**src/rtl/hazard_scoreboard_pkg.sv**
```systemverilog
// Shared constants and helpers for the decode-side hazard scoreboard.
package hazard_scoreboard_pkg;

  // EX operand mux selects.
  localparam logic [1:0] FWD_REG = 2'b00;  // register file (write-through covers WB)
  localparam logic [1:0] FWD_MEM = 2'b01;  // result of the instruction now in MEM
  localparam logic [1:0] FWD_WB  = 2'b10;  // result of the instruction now in WB

  // Forward select for one operand. The nearer producer (EX) wins over MEM
  // because it holds the younger value of the register.
  function automatic logic [1:0] fwd_pick(input logic hit_ex, input logic hit_mem);
    logic [1:0] sel;
    sel = FWD_REG;
    if (hit_ex) begin
      sel = FWD_MEM;
    end else if (hit_mem) begin
      sel = FWD_WB;
    end
    return sel;
  endfunction

endpackage

```
**src/rtl/hazard_scoreboard_slot.sv**
```systemverilog
// One shadow pipeline slot: {valid, rd, we, is_load} of an in-flight instruction.
// hold keeps the contents, clear loads an empty slot, otherwise d is captured.
module hazard_scoreboard_slot #(
  parameter int REG_AW = 5
) (
  input  logic              clk,
  input  logic              rst_n,
  input  logic              hold,
  input  logic              clear,
  input  logic              d_valid,
  input  logic [REG_AW-1:0] d_rd,
  input  logic              d_we,
  input  logic              d_is_load,
  output logic              q_valid,
  output logic [REG_AW-1:0] q_rd,
  output logic              q_we,
  output logic              q_is_load
);

  // Slot register; hold has priority over clear so a frozen pipe keeps everything.
  always_ff @(posedge clk or negedge rst_n) begin
    if (!rst_n) begin
      q_valid   <= 1'b0;
      q_rd      <= '0;
      q_we      <= 1'b0;
      q_is_load <= 1'b0;
    end else if (!hold) begin
      if (clear) begin
        q_valid   <= 1'b0;
        q_rd      <= '0;
        q_we      <= 1'b0;
        q_is_load <= 1'b0;
      end else begin
        q_valid   <= d_valid;
        q_rd      <= d_rd;
        q_we      <= d_we;
        q_is_load <= d_is_load;
      end
    end
  end

endmodule

```
**src/rtl/hazard_scoreboard.sv**
```systemverilog
// Decode-side hazard scoreboard: tracks EX/MEM/WB destinations, raises
// load-use stall/bubble, load-latency freeze and flush bubble, and registers
// the ALU operand forward selects for the instruction entering EX.
//
// Handshake: ID presents an instruction with id_valid_i; it is consumed on a
// rising edge where dhnf_stall_o is 0. While dhnf_stall_o is 1 ID must hold
// the same instruction stable. A flush bubble consumes (discards) it.
module hazard_scoreboard
  import hazard_scoreboard_pkg::*;
#(
  parameter int REG_AW = 5,
  parameter int CNT_W  = 16
) (
  input  logic              clk,
  input  logic              rst_n,
  input  logic              id_valid_i,
  input  logic [REG_AW-1:0] id_rs1_i,
  input  logic [REG_AW-1:0] id_rs2_i,
  input  logic              id_reg1_RE_i,
  input  logic              id_reg2_RE_i,
  input  logic [REG_AW-1:0] id_rd_i,
  input  logic              id_reg_we_i,
  input  logic              id_is_load_i,
  input  logic              ex_flush_i,
  input  logic              mem_rvalid_i,
  output logic              dhnf_stall_o,
  output logic              dhnf_bubble_o,
  output logic              dhnf_freeze_o,
  output logic [1:0]        dhnf_fwd_a_o,
  output logic [1:0]        dhnf_fwd_b_o,
  output logic [CNT_W-1:0]  dhnf_stall_cnt_o
);

  logic              ex_valid, ex_we, ex_is_load;
  logic [REG_AW-1:0] ex_rd;
  logic              mem_valid, mem_we, mem_is_load;
  logic [REG_AW-1:0] mem_rd;
  logic              wb_valid, wb_we, wb_is_load;
  logic [REG_AW-1:0] wb_rd;

  logic hit_ex_a, hit_ex_b, hit_mem_a, hit_mem_b;
  logic freeze, load_use, stall, bubble, issue;

  // A slot produces rs only if it is a real writer of a non-zero register
  // and the reader actually reads that operand.
  function automatic logic rd_hit(input logic re, input logic v, input logic we,
                                  input logic [REG_AW-1:0] rd,
                                  input logic [REG_AW-1:0] rs);
    return re & v & we & (rd == rs) & (rs != '0);
  endfunction

  // Operand/slot dependency matches.
  always_comb begin
    hit_ex_a  = rd_hit(id_reg1_RE_i, ex_valid,  ex_we,  ex_rd,  id_rs1_i);
    hit_ex_b  = rd_hit(id_reg2_RE_i, ex_valid,  ex_we,  ex_rd,  id_rs2_i);
    hit_mem_a = rd_hit(id_reg1_RE_i, mem_valid, mem_we, mem_rd, id_rs1_i);
    hit_mem_b = rd_hit(id_reg2_RE_i, mem_valid, mem_we, mem_rd, id_rs2_i);
  end

  // Hazard decisions. Freeze dominates everything (flush is deferred until the
  // load data arrives), then flush, then load-use.
  always_comb begin
    freeze   = mem_valid & mem_is_load & ~mem_rvalid_i;
    load_use = ~freeze & ~ex_flush_i & id_valid_i & ex_is_load & (hit_ex_a | hit_ex_b);
    stall    = freeze | load_use;
    bubble   = (~freeze & ex_flush_i) | load_use;
    issue    = id_valid_i & ~bubble;
  end

  // Outputs are forced low while reset is asserted, whatever the inputs do.
  always_comb begin
    dhnf_freeze_o = rst_n & freeze;
    dhnf_stall_o  = rst_n & stall;
    dhnf_bubble_o = rst_n & bubble;
  end

  hazard_scoreboard_slot #(.REG_AW(REG_AW)) u_slot_ex (
    .clk(clk), .rst_n(rst_n), .hold(freeze), .clear(~issue),
    .d_valid(id_valid_i), .d_rd(id_rd_i), .d_we(id_reg_we_i), .d_is_load(id_is_load_i),
    .q_valid(ex_valid), .q_rd(ex_rd), .q_we(ex_we), .q_is_load(ex_is_load)
  );

  hazard_scoreboard_slot #(.REG_AW(REG_AW)) u_slot_mem (
    .clk(clk), .rst_n(rst_n), .hold(freeze), .clear(1'b0),
    .d_valid(ex_valid), .d_rd(ex_rd), .d_we(ex_we), .d_is_load(ex_is_load),
    .q_valid(mem_valid), .q_rd(mem_rd), .q_we(mem_we), .q_is_load(mem_is_load)
  );

  hazard_scoreboard_slot #(.REG_AW(REG_AW)) u_slot_wb (
    .clk(clk), .rst_n(rst_n), .hold(freeze), .clear(1'b0),
    .d_valid(mem_valid), .d_rd(mem_rd), .d_we(mem_we), .d_is_load(mem_is_load),
    .q_valid(wb_valid), .q_rd(wb_rd), .q_we(wb_we), .q_is_load(wb_is_load)
  );

  // The WB slot is tracked for visibility only; the write-through register
  // file means no forward path reads it.
  logic wb_unused;
  assign wb_unused = ^{wb_valid, wb_rd, wb_we, wb_is_load};

  // Forward selects for the instruction entering EX; empty issue gets FWD_REG.
  always_ff @(posedge clk or negedge rst_n) begin
    if (!rst_n) begin
      dhnf_fwd_a_o <= FWD_REG;
      dhnf_fwd_b_o <= FWD_REG;
    end else if (!freeze) begin
      if (issue) begin
        dhnf_fwd_a_o <= fwd_pick(hit_ex_a, hit_mem_a);
        dhnf_fwd_b_o <= fwd_pick(hit_ex_b, hit_mem_b);
      end else begin
        dhnf_fwd_a_o <= FWD_REG;
        dhnf_fwd_b_o <= FWD_REG;
      end
    end
  end

  // Saturating count of cycles the front end was held.
  always_ff @(posedge clk or negedge rst_n) begin
    if (!rst_n) begin
      dhnf_stall_cnt_o <= '0;
    end else if (stall && (dhnf_stall_cnt_o != {CNT_W{1'b1}})) begin
      dhnf_stall_cnt_o <= dhnf_stall_cnt_o + CNT_W'(1);
    end
  end

endmodule

```
**config.mk**
```make
export PLATFORM = sky130hd
export DESIGN_NAME = hazard_scoreboard
export DESIGN_NICKNAME = d
export VERILOG_FILES = /design/src/rtl/hazard_scoreboard_pkg.sv /design/src/rtl/hazard_scoreboard_slot.sv /design/src/rtl/hazard_scoreboard.sv
export SDC_FILE = /design/constraint.sdc
export NUM_CORES = 1
export LEC_CHECK = 0
export ABC_AREA = 1
export BUFFER_PORTS_ARGS = -buffer_cell sky130_fd_sc_hd__buf_2
export CELL_PAD_IN_SITES_DETAIL_PLACEMENT = 0
export CELL_PAD_IN_SITES_GLOBAL_PLACEMENT = 2
export CORE_ASPECT_RATIO = 0.9
export CORE_MARGIN = 8
export CORE_UTILIZATION = 28
export CTS_BUF_LIST = sky130_fd_sc_hd__clkbuf_4
export DETAILED_ROUTE_END_ITERATION = 6
export PLACE_DENSITY = 0.81
export SLEW_MARGIN = 5
export SYNTH_ARGS = -nofsm -noshare
export SYNTH_HDL_FRONTEND = slang
export SYNTH_SLANG_ARGS = --single-unit
```
**constraint.sdc**
```tcl
create_clock -name clk -period 1.55 [get_ports clk]
set_input_delay 0.2325 -clock clk [delete_from_list [all_inputs] [get_ports clk]]
set_output_delay 0.2325 -clock clk [all_outputs]
set_load 0.005 [all_outputs]
```
==> metrics.md <==
| Metric | Value |
|---|---|
| Status | `complete, but fails checks` |
| Violated checks | `negative setup slack` |
| Final hold slack | `0.1146 ns` |
| HPWL after detailed placement | `5059 µm` |
| Clk root buf | `clkbuf_4` |
| Global-route wire length before repair | `11520 µm` |
| Post-route DRC | `0` |
| Syn avg cell area | `7.337 µm²` |
| # IOs | `47` |
| Startpoint types | `flip-flop` |
| WS Path Type | `flip-flop to output port` |
| Peak per-stage delay on the critical path | `0.45 ns` |
| Routed WL per cell | `13.72 µm` |
| Post-route ant nets | `0` |
| Largest net degree at the start of global routing | `37` |
| Synth Warn # | `0` |
| CTS tree | `done` |
| Final Cell Area | `3179 µm²` |
| Placed Area | `2870 µm²` |
| Worst ir drop on vdd | `0.2729 mV` |
| Final worst path period share | `121.5%` |
| Pre-CTS setup slack | `-0.1105 ns` |
| Vias | `2250` |
| Detailed Routing Iterations Pass 1 | `4` |
| Netlist Area Pre-Place | `2208 µm²` |
| Syn nets | `326` |
| Initial core utilization | `29.13%` |
| Fmax | `530.8 MHz` |
| Die area | `10990 µm²` |
| Max Slew Vio Count | `0` |
| Worst Max-Slew Pin Slew | `0.4954 ns` |
| PD cells | `597.1 nW/µm²` |
| WP data required | `1.32 ns` |
| Slowest stage cell, crit path | `dfrtp_1` |
| Register area share after synthesis | `40.79%` |
| Post-route worst setup slack | `-0.3340 ns` |
| Remaining global-route overflow | `0` |
| RSZ-0062 raised after global routing | `true` |
| Critical-path cell list | `xnor2_1 > nand2_1 > nor2_1 > nand2_1 > nand2_2 > nand2_4 > a21oi_2 > buf_2` |
| Yosys reg bits | `36` |
| Initial drt markers | `109` |
| Worst-path maximum fanout | `3` |
| GRT Util Overall | `13.31%` |
| Commonest non-fill, non-tap cell in the layout | `nand2_1` |
| Clock Tree Buf Depth | `2` |
| Total clock sinks | `36` |
| Syn-to-layout area delta | `43.97%` |
| Drt via density | `4.500` |
| Clk_lat worst skew | `0.35 ns` |
| Leakage power | `1.764 nW` |
| Netlist cell types | `27` |
| Final worst path period need | `1.884 ns` |
| Initial antenna violation count | `1` |
| H-tree Lvls | `2` |
| Port Buffers | `46` |
| Cell family with most CP delay | `flip-flops` |
| Nets | `428` |
| Worst slew margin | `66.97%` |
| Die outline height | `100.3 µm` |
| CP most frequent cell | `nand2_1` |
| Gpl congestion | `0.8284` |
| Multi-input combinational cell area | `1280 µm²` |
| Max_cap viols | `0` |
| CORE AREA | `7582 µm²` |
| Hold Path Class | `input port to flip-flop` |
| CP arrival | `1.65 ns` |
| Element type at the critical path end | `output port` |
| Rows | `30` |
| Layout cell share with drive strength beyond 1 | `34.99%` |
| DRT Wirelength | `6862 µm` |
| Die X | `109.6 µm` |
| Filler cells | `811` |
| Setup violations, final | `30` |
| Mapped Cells | `301` |
| Area of all sequential standard cells | `902.1 µm²` |
| Vias in the first global route | `2297` |
| Most frequent cells in the layout | `nand2_1, buf_4, buf_2, dfrtp_1, nand3_1` |
| Hold Vio Cnt, Final | `0` |
| Clock-pin slew on the worst setup and hold paths | `0.12 ns` |
| Bufs and invs on worst path | `1` |
| Skew final | `0.01038 ns` |
| Num CTS Buffers | `5` |
==> cells in the mapped netlist (all sizes together) <==
cell type	n	area (µm²)
ha	1	12.51
clkbuf	4	15.01
o21ai	4	20.02
nor3	2	10.01
nand4	18	127.6
nand3	28	145.1
nand3b	1	7.510
or2	4	25.03
dfrtp	36	900.9
nor4	1	6.260
xnor2	17	148.9
nand2	116	452.9
buf	6	36.28
a21oi	3	15.01
inv	27	101.4
nor2	25	113.9
xor2	8	70.07
==> logic make-up (layout without fill, tap and decap cells) <==
family	after synthesis	count (layout)	share of synthesized area [%]
other	0	1	0
AND/OR/NAND/NOR	195	197	40.23
XOR/XNOR	25	25	9.915
flip-flops	36	36	40.79
buffers and inverters	37	137	6.912
adder cells (fa/ha/maj)	1	1	0.5665
AO/OA/AOI/OAI	7	7	1.586
==> per-stage QoR <==
stage          instances  total power, mW  util, %  TNS, ns
4_1_cts              499            1.934    41.77   -3.093
3_5_place_dp         475            1.414    37.85   -1.822
3_3_place_gp         475            1.401    37.85   -1.544
5_1_grt              500            2.021    41.93   -6.662
2_1_floorplan        301            1.207        -  -0.3741
6_report             500            1.898    41.93   -3.285
==> power breakdown <==
part	internal [mW]	switching, mW
Combinational	0.188	0.187
Clock	0.159	0.335
Sequential	0.983	0.0467
==> worst paths after layout <==
path | from | endpoint | slack [ns] | cells after the start
hold / removal | id_rd_i[3] | u_slot_ex.q_rd[3] | 0.11 | 3
setup reg to reg | u_slot_ex.q_rd[3] | dhnf_stall_cnt_o[7] | -0.20 | 11
max in group asynchronous | rst_n | u_slot_ex.q_rd[2] | 0.72 | 3
hold reg to reg | u_slot_mem.q_we | u_slot_mem.q_we | 0.49 | 2
setup / recovery | u_slot_ex.q_rd[3] | dhnf_stall_o | -0.33 | 8
min in group asynchronous | rst_n | u_slot_ex.q_rd[4] | 0.47 | 3
==> tightest hold or removal path, stage by stage <==
cell     delay, ns
buf_2         0.10
nand4_1       0.07
nand2_1       0.04
==> per-layer routing <==
| layer | GRT usage (%) | part of all wire [%] | up-vias |
|---|---|---|---|
| met2 | 19.28 | 44 | 39 |
| met1 | 19.18 | 51 | 1042 |
| met5 | 0 | 0 | - |
| met3 | 2.498 | 3.5 | 7 |
| met4 | 4.253 | 1.3 | 0 |
| li1 | - | - | 1162 |
==> sequential cells by signal, summed over array words and instances, names as in the netlist <==
register,flops
dhnf_fwd_a_o,2
dhnf_fwd_b_o,2
dhnf_stall_cnt_o,16
u_slot_ex.q_is_load,1
u_slot_ex.q_rd,5
u_slot_ex.q_valid,1
u_slot_ex.q_we,1
u_slot_mem.q_is_load,1
u_slot_mem.q_rd,5
u_slot_mem.q_valid,1
u_slot_mem.q_we,1
==> timing repair <==
action	in CTS	in global routing
endpoints found under the hold margin	36	0
setup endpoints to repair	22	31
pin swaps	18	2
hold buffers	1	0
buffers inserted	13	0
cloned	3	0
gates resized for setup	24	2
==> final cells by class <==
| class | count | share of cell area [%] |
|---|---|---|
| clock inverter | 2 | 0.2361 |
| multi-input combinational | 230 | 40.26 |
| tap | 96 | 3.778 |
| antenna | 1 | 0.07871 |
| timing repair buffer | 103 | 22.83 |
| sequential | 36 | 28.37 |
| clock buffer | 5 | 1.181 |
| inverter | 27 | 3.266 |
(Power assumes the default switching activity.)
